File: config.mk
export PLATFORM = sky130hd
export DESIGN_NAME = sub_serial
export DESIGN_NICKNAME = d
export VERILOG_FILES = /design/src/rtl/sub_serial.sv
export SDC_FILE = /design/constraint.sdc
export NUM_CORES = 1
export LEC_CHECK = 0
export ABC_AREA = 1
export CAP_MARGIN = 0
export CORE_ASPECT_RATIO = 1.25
export CORE_MARGIN = 4
export CORE_UTILIZATION = 35
export DETAILED_ROUTE_END_ITERATION = 12
export SLEW_MARGIN = 20
export SYNTH_ARGS = -nofsm -noshare
export SYNTH_HDL_FRONTEND = slang
export SYNTH_SLANG_ARGS = --single-unit
File: constraint.sdc
create_clock -name clk -period 2.3 [get_ports clk]
set_clock_uncertainty 0.05 [all_clocks]
set_input_delay 0.23 -clock clk [delete_from_list [all_inputs] [get_ports clk]]
set_output_delay 0.23 -clock clk [all_outputs]
set_load 0.01 [all_outputs]
File: src/rtl/sub_serial.sv
// rtl/sub_serial.sv - digit-serial subtractor a - b - b_in, one DIGIT slice per clock, LSB first
// Optional unsigned saturation of diff on final borrow: define SUB_SERIAL_SAT_EN.
module sub_serial #(
  parameter int WIDTH = 16,
  parameter int DIGIT = 4
) (
  input  logic             clk,
  input  logic             rst_n,
  input  logic             start,
  input  logic [WIDTH-1:0] a,
  input  logic [WIDTH-1:0] b,
  input  logic             b_in,
  output logic             busy,
  output logic             done,
  output logic [WIDTH-1:0] diff,
  output logic             b_out,
  output logic             ovf
);

  localparam int NSL = WIDTH / DIGIT;
  localparam int CW  = (NSL > 1) ? $clog2(NSL) : 1;
  localparam logic [WIDTH-1:0] SLICE_MASK = WIDTH'({DIGIT{1'b1}});

  generate
    if (WIDTH % DIGIT != 0) begin : g_digit_check
      $error("sub_serial: DIGIT must divide WIDTH evenly");
    end
  endgenerate

  typedef enum logic {IDLE, RUN} state_t;

  state_t           r_state;
  logic [WIDTH-1:0] r_a;
  logic [WIDTH-1:0] r_b;
  logic             r_borrow;
  logic [CW-1:0]    r_cnt;
  logic             r_busy;
  logic             r_done;
  logic [WIDTH-1:0] r_diff;
  logic             r_b_out;
  logic             r_ovf;

  logic [31:0]      w_shamt;
  logic [WIDTH-1:0] w_a_sh;
  logic [WIDTH-1:0] w_b_sh;
  logic [DIGIT:0]   w_ext;
  logic             w_brw;
  logic             w_last;
  logic [WIDTH-1:0] w_diff_upd;

  // Slice selection by shifting the latched operands; borrow only crosses slices via r_borrow.
  assign w_shamt    = 32'(r_cnt) * 32'(DIGIT);
  assign w_a_sh     = r_a >> w_shamt;
  assign w_b_sh     = r_b >> w_shamt;
  assign w_ext      = {1'b0, w_a_sh[DIGIT-1:0]} - {1'b0, w_b_sh[DIGIT-1:0]} - (DIGIT+1)'(r_borrow);
  assign w_brw      = w_ext[DIGIT];
  assign w_last     = (r_cnt == CW'(NSL - 1));
  assign w_diff_upd = (r_diff & ~(SLICE_MASK << w_shamt)) | (WIDTH'(w_ext[DIGIT-1:0]) << w_shamt);

  always_ff @(posedge clk or negedge rst_n) begin
    if (!rst_n) begin
      r_state  <= IDLE;
      r_a      <= '0;
      r_b      <= '0;
      r_borrow <= 1'b0;
      r_cnt    <= '0;
      r_busy   <= 1'b0;
      r_done   <= 1'b0;
      r_diff   <= '0;
      r_b_out  <= 1'b0;
      r_ovf    <= 1'b0;
    end else begin
      case (r_state)
        IDLE: begin
          r_done <= 1'b0;
          if (start) begin
            r_a      <= a;
            r_b      <= b;
            r_borrow <= b_in;
            r_cnt    <= '0;
            r_busy   <= 1'b1;
            r_state  <= RUN;
          end
        end
        RUN: begin
          r_diff   <= w_diff_upd;
          r_borrow <= w_brw;
          r_cnt    <= r_cnt + 1'b1;
          if (w_last) begin
            r_b_out <= w_brw;
            // Overflow is judged on the unsaturated result.
            r_ovf   <= (r_a[WIDTH-1] != r_b[WIDTH-1]) && (w_diff_upd[WIDTH-1] != r_a[WIDTH-1]);
            r_done  <= 1'b1;
            r_busy  <= 1'b0;
            r_state <= IDLE;
`ifdef SUB_SERIAL_SAT_EN
            if (w_brw) r_diff <= '0;
`endif
          end
        end
        default: r_state <= IDLE;
      endcase
    end
  end

  assign busy  = r_busy;
  assign done  = r_done;
  assign diff  = r_diff;
  assign b_out = r_b_out;
  assign ovf   = r_ovf;

endmodule

==> results of run 1 <==
timing repair:
action	in CTS	in global routing
gates resized for setup	0	32
hold buffers	1	0
setup endpoints to repair	0	15
buffers inserted	0	2
hold endpoints to repair	27	0
critical path: stages (launching register included):
cell and delay (ns):
dfrtp_2 0.47, buf_6 0.15, a21oi_1 0.13, a32o_2 0.18, fa_2 0.25, inv_1 0.06, fa_2 0.36, buf_4 0.16
xnor2_2 0.17, nand2_1 0.11, o21ai_0 0.16
registers in the layout, summed over array words and instances (netlist names):
register / flops
b_out: 1
busy: 1
diff: 16
done: 1
ovf: 1
r_a: 16
r_b: 16
r_borrow: 1
r_cnt: 2
r_state: 1
synth_stat cells:
cell      count  area [µm²]
a21oi_1       5       25.02
a32o_1        2       20.02
a32oi_1       1       8.760
and2_1        1       6.260
buf_2         8       40.04
buf_4         2       15.01
clkbuf_1      2       7.510
dfrtp_1      56        1401
fa_1          2       40.04
ha_1          8       100.1
inv_1        16       60.06
inv_2         3       11.26
nand2_1     148       555.5
nand3_1       5       25.02
nand3_2       1       10.01
nand4_1       1       6.260
nor2_1       14       52.55
o21ai_0      27       135.1
o21ai_1       3       15.01
o221ai_1      1       8.760
o22ai_1       3       18.77
or2_2         3       18.77
xnor2_1       1       8.760
xor2_1        1       8.760
per-layer routing:
metal	up-vias	track usage	wire (µm)
li1	1120	-	-
met1	1043	0.1736	2596
met2	53	0.2428	3166
met3	9	0.03328	303
met4	0	0.04412	82
met5	-	0	0
final timing paths:
kind	start	end	slack, ns
min in group asynchronous	rst_n	done$_DFFE_PN0P_	0.43
max in group asynchronous	rst_n	r_a[12]$_DFFE_PN0P_	1.19
worst max-delay path	r_cnt[0]$_DFFE_PN0P_	diff[10]$_DFFE_PN0P_	-0.03
worst min register to register	ovf$_DFFE_PN0P_	ovf$_DFFE_PN0P_	0.43
worst max register to register	r_cnt[0]$_DFFE_PN0P_	diff[10]$_DFFE_PN0P_	-0.03
worst min-delay path	b[1]	r_b[1]$_DFFE_PN0P_	0.40
logic make-up (layout without fill, tap and decap cells):
logic type               Yosys count  count (layout)
flip-flops                        56              56
AND/OR/NAND/NOR                  173             173
AO/OA/AOI/OAI                     42              42
buffers and inverters             31              96
adder cells (fa/ha/maj)           10              10
XOR/XNOR                           2               2
cell type report:
type,count,area [µm²],area share
Sequential cell,56,1403,0.3988
Multi-Input combinational cell,227,1161,0.3301
Timing Repair Buffer,69,681.9,0.1939
Tap cell,90,112.6,0.03202
Inverter,19,76.32,0.02170
Clock inverter,1,5.005,0.001423
Timing Repair inverter,1,5.005,0.001423
Clock buffer,6,72.57,0.02063
layout by cell type (no fill, tap or decap), drive strengths merged, types with 2 or more instances in the layout:
| cell | Yosys | layout |
|---|---|---|
| nand3 | 6 | 6 |
| dfrtp | 56 | 56 |
| o22ai | 3 | 3 |
| clkbuf | 2 | 6 |
| nand2 | 148 | 148 |
| inv | 19 | 18 |
| ha | 8 | 8 |
| clkdlybuf4s50 | 0 | 54 |
| a21oi | 5 | 5 |
| buf | 10 | 14 |
| nor2 | 14 | 14 |
| o21ai | 30 | 30 |
| fa | 2 | 2 |
| a32o | 2 | 2 |
| clkinv | 0 | 3 |
| or2 | 3 | 3 |
stage by stage:
stage          instances  power [µW]  setup WS (ns)   TNS, ns  utilization
3_3_place_gp         458        4786        0.08564         0       0.4655
5_1_grt              469        6608        -0.1587    -1.310       0.4951
6_report             469        6004       -0.02949  -0.03474       0.4951
3_5_place_dp         458        4867        0.03270         0       0.4655
4_1_cts              466        5383        0.01439         0       0.4778
2_1_floorplan        314        3758        0.01314         0            -
power by group:
part,leakage (µW),switching (µW),internal (µW)
Sequential,0.000691,316,1470
Combinational,0.000980,2000,1710
Clock,0.0000410,294,208
==> reports/results.tsv, run 1 <==
stage	metric	value	unit
placed_design	Placement Cell Area	0.003307	mm²
floorplanning	die footprint	0.008876	mm²
synthesis	Post-Synthesis Cells	314	
worst_hold_path	Tightest Hold Check Type	input port to register	
power_and_ir_drop	maximum VDD drop	0.8121	mV
final_layout	area grow syn2layout	35.34	%
sta	fin crit period	2.329	ns
critical_path	CP Capture Type	register	
cts	number of H-tree levels	2	
synthesis	Synth Register Bits	56	
critical_path	CP arrival	2.50	ns
cts	clock latency on the worst-skew pair	0.30	ns
sta	RSZ-0062 raised after global routing	yes	
critical_path	maximum fanout along the worst path	7	
routing	DR vias	2225	
global_route	total gr overflow	0	
synthesis	mapped cell area	0.002599	mm²
global_route	largest net degree at the start of global routing	38	
synthesis	Post-Synth Adder-Cell Area	0.05392	
routing	WL final	6.149	mm
sta	Worst-Margin Slew	0.6436	ns
global_route	first-pass GRT wire length	10.15	mm
sta	highest clock rate	0.4293	GHz
floorplanning	Initial Util	0.3658	
cts	CTS buffer count	5	
floorplanning	chip height	104.3	µm
global_route	gr usage total	0.1415	
synthesis	Yosys warnings	0	
routing	Via density	4.744	
routing	DRC Markers	0	
placed_design	DP Wirelength	4.569	mm
routing	Wirelength per Cell	13.11	µm
synthesis	Cell variety after synth	24	
routing	ANT nets after route	0	
cts	TritonCTS Sinks	56	
run_status	failing checks	setup timing	
worst_hold_path	hold path cells	3	
cts	Worst-path clk slew	0.09	ns
power_and_ir_drop	pwr dens	1707	mW/mm²
synthesis	complex-gate fraction of the synthesized area	0.08907	
floorplanning	I/O pin cnt	56	
placed_design	GP Congestion	0.8244	
synthesis	Mapped Avg Cell Area	8.276	µm²
placed_design	# port buffers	55	
sta	relative slew slack	0.5709	
synthesis	post-synthesis net count	360	
run_status	status	finished with violations	
floorplanning	FP Rows	34	
sta	WHS	0.4006	ns
final_layout	# fillers	707	
sta	max-slew violations	0	
critical_path	Critical Path Start Type	register	
sta	final worst-path cycle share	1.013	
synthesis	Synth Area in Simple Gates	0.2595	
final_layout	Ant. Diodes	0	
synthesis	mux contribution to synthesized area	0	
synthesis	largest family of logic cells by synthesized area	simple AND/OR/NAND/NOR gates	
cts	TritonCTS clock tree	yes	
critical_path	R2R depth	10	
floorplanning	Die Wd	85.07	µm
routing	DRT iter0 DRCs	91	
cts	CTS Buffer Depth	2	
final_layout	share of layout cells above drive strength 1	0.1266	
routing	DRT Pass-1 Iters	5	
final_layout	fin area	0.003517	mm²
global_route	antenna violations before repair	0	
floorplanning	Core Footprint	0.007104	mm²
job	number of max-cap violations	0	
global_route	number of global-route vias before repair	2175	
cts	Root Driver	clkbuf_8	
synthesis	post-synthesis sequential area ratio	0.5392	
power_and_ir_drop	LEAKAGE	0.001712	µW
critical_path	Critical Path RT	2.48	ns
critical_path	critical path type	register to register	
final_layout	fin nets	425	
sta	endpoints failing setup	4	
sta	Fin. Hold Viols	0	
sta	Setup WS post-layout	-0.02949	ns
synthesis	xor-xnor portion of the synthesized cell area	0.006740	
Power figures use the tool's default switching activity.
==> run 2, diff against run 1 <==
==> constraint.sdc (replaced) <==
create_clock -name clk -period 2.2 [get_ports clk]
set_clock_uncertainty 0.05 [all_clocks]
set_input_delay 0.22 -clock clk [delete_from_list [all_inputs] [get_ports clk]]
set_output_delay 0.22 -clock clk [all_outputs]
set_load 0.01 [all_outputs]
==> reports/results.tsv, run 2 (same netlist as run 1, synthesis figures left out) <==
stage	metric	value	unit
run_status	status	finished with violations	
run_status	failing checks	setup timing	
critical_path	critical path type	register to register	
placed_design	GP Congestion	0.9304	
cts	TritonCTS clock tree	yes	
global_route	antenna violations before repair	0	
floorplanning	I/O pin cnt	56	
critical_path	FF-to-FF End	r_borrow$_DFFE_PN0P_	
critical_path	Reg2Reg Setup Slack	-0.04	ns
global_route	number of global-route vias before repair	2202	
routing	WL final	6.159	mm
final_layout	fin area	0.003581	mm²
sta	relative slew slack	0.5676	
floorplanning	die footprint	0.008876	mm²
critical_path	crit path to	r_borrow$_DFFE_PN0P_	
global_route	GR peak layer	met2	
power_and_ir_drop	Internal	3579	µW
sta	WHS	0.3807	ns
routing	Wirelength per Cell	12.91	µm
routing	DRT Pass-1 Iters	4	
sta	max-slew violations	0	
sta	Setup WS post-layout	-0.04227	ns
power_and_ir_drop	maximum VDD drop	0.7685	mV
power_and_ir_drop	pwr dens	1749	mW/mm²
routing	DRT iter0 DRCs	100	
critical_path	worst setup path start	r_cnt[0]$_DFFE_PN0P_	
final_layout	leading cell type in the layout, fill and taps excluded	nand2_1	
worst_hold_path	Worst Hold Launch	a[2]	
power_and_ir_drop	power share of the sequential group	0.294	
global_route	total gr overflow	0	
sta	endpoints failing setup	3	
final_layout	fin nets	432	
cts	clock latency on the worst-skew pair	0.31	ns
final_layout	Ant. Diodes	0	
floorplanning	Core Footprint	0.007104	mm²
sta	Fin. Hold Viols	0	
placed_design	Placed Cells incl. Taps	461	
final_layout	post-route insts no fill	477	
worst_hold_path	Tightest Hold Check Type	input port to register	
critical_path	worst r2r src	r_cnt[0]$_DFFE_PN0P_	
job	number of max-cap violations	0	
cts	TritonCTS Sinks	56	
final_layout	area grow syn2layout	37.79	%
power_and_ir_drop	LEAKAGE	0.001741	µW
global_route	largest net degree at the start of global routing	38	
critical_path	R2R depth	13	
power_and_ir_drop	NetSw	2684	µW
sta	fin crit period	2.242	ns
power_and_ir_drop	Comb pwr share	0.611	
critical_path	Critical Path RT	2.34	ns
placed_design	DP Wirelength	4.651	mm
routing	DRC Markers	0	
floorplanning	Initial Util	0.3658	
sta	highest clock rate	0.4460	GHz
critical_path	Critical Path Start Type	register	
power_and_ir_drop	Clock power frac	0.095	
cts	Worst-path clk slew	0.10	ns
global_route	M1 GR Usage	0.1757	
final_layout	most frequent cells in the layout	nand2_1 (148), dfrtp_1 (55), clkdlybuf4s50_1 (54), o21ai_0 (16), buf_4 (15)	
global_route	met3 Use GR	0.03011	
sta	Worst-Margin Slew	0.6486	ns
floorplanning	FP Rows	34	
cts	number of H-tree levels	2	
power_and_ir_drop	Sw Ratio	0.4286	
routing	DR vias	2234	
final_layout	# fillers	696	
cts	CTS buffer count	5	
sta	final worst-path cycle share	1.019	
placed_design	# port buffers	55	
critical_path	CP Capture Type	register	
final_layout	share of layout cells above drive strength 1	0.1447	
placed_design	Placement Cell Area	0.003322	mm²
routing	Via density	4.683	
floorplanning	chip height	104.3	µm
critical_path	CP arrival	2.38	ns
global_route	met2 GRT Util	0.2456	
cts	CTS Buffer Depth	2	
placed_design	pre-CTS worst setup slack	-0.05981	ns
sta	RSZ-0062 raised after global routing	yes	
global_route	first-pass GRT wire length	10.38	mm
routing	ANT nets after route	0	
global_route	gr usage total	0.1440	
critical_path	maximum fanout along the worst path	8	
final_layout	fin util	0.5041	
floorplanning	Die Wd	85.07	µm
cts	Root Driver	clkbuf_8	
-- run 2: timing repair --
item	4_1_cts	5_1_grt
buffers inserted	4	3
pin swaps	5	9
cloned	0	0
resized for setup	15	15
endpoints found under the setup margin	10	15
hold buffers	1	0
hold endpoints to repair	27	0
-- run 2: metal layers --
layer / part of all wire / vias up / routed length [µm]
met4: 0.024 / 0 / 148
met5: 0 / - / 0
met2: 0.51 / 48 / 3139
met1: 0.42 / 1048 / 2615
met3: 0.042 / 9 / 256
li1: - / 1129 / -
-- run 2: power by group through the flow --
stage               Clock, µW  Combinational (µW)  Sequential, µW
finish                    596                3830            1840
global route              656                4340            1910
CTS                       613                3560            1850
detailed placement          0                3290            1860
global placement            0                3230            1860
floorplan                   0                2110            1870
-- run 2: final cells by class --
type / instances / area [µm²] / area share
Clock buffer: 6 / 82.58 / 0.02306
Sequential cell: 56 / 1403 / 0.3917
Clock inverter: 2 / 15.01 / 0.004193
Multi-Input combinational cell: 227 / 1141 / 0.3187
Tap cell: 90 / 112.6 / 0.03145
Timing Repair Buffer: 77 / 753.2 / 0.2103
Inverter: 19 / 73.82 / 0.02061
-- run 2: how the worst min path moves through the flow --
stage                          end  depth (start not counted)
4_1_cts         r_a[6]$_DFFE_PN0P_                          3
3_3_place_gp     r_state$_DFF_PN0_                          1
6_report        r_a[2]$_DFFE_PN0P_                          3
2_1_floorplan    b_out$_DFFE_PN0P_                          0
3_5_place_dp     r_state$_DFF_PN0_                          1
5_1_grt        r_a[13]$_DFFE_PN0P_                          3
-- run 2: critical path: stages, from the launching register on --
cell and delay [ns]:
dfrtp_1 0.41, buf_6 0.14, buf_4 0.13, o21ai_1 0.16, o22ai_2 0.11, ha_1 0.30
inv_2 0.05, ha_4 0.26, inv_2 0.04, a21oi_2 0.10, nor2_1 0.06, xor2_1 0.13
inv_1 0.09, o221ai_2 0.09
-- run 2: stage by stage --
stage          TNS [ns]  power (µW)
3_3_place_gp    -0.1367        5089
4_1_cts         -0.1548        6025
2_1_floorplan  -0.06640        3975
3_5_place_dp    -0.2270        5152
6_report       -0.09651        6264
5_1_grt          -1.093        6915
==> run 3, diff against run 2 <==
--- a/config.mk
+++ b/config.mk
@@ -6,7 +6,6 @@
 export NUM_CORES = 1
 export LEC_CHECK = 0
 export ABC_AREA = 1
-export CAP_MARGIN = 0
 export CORE_ASPECT_RATIO = 1.25
 export CORE_MARGIN = 4
 export CORE_UTILIZATION = 35
==> results of run 3 <==
Same layout as run 2: the final DEF is identical, and so are final timing and power.
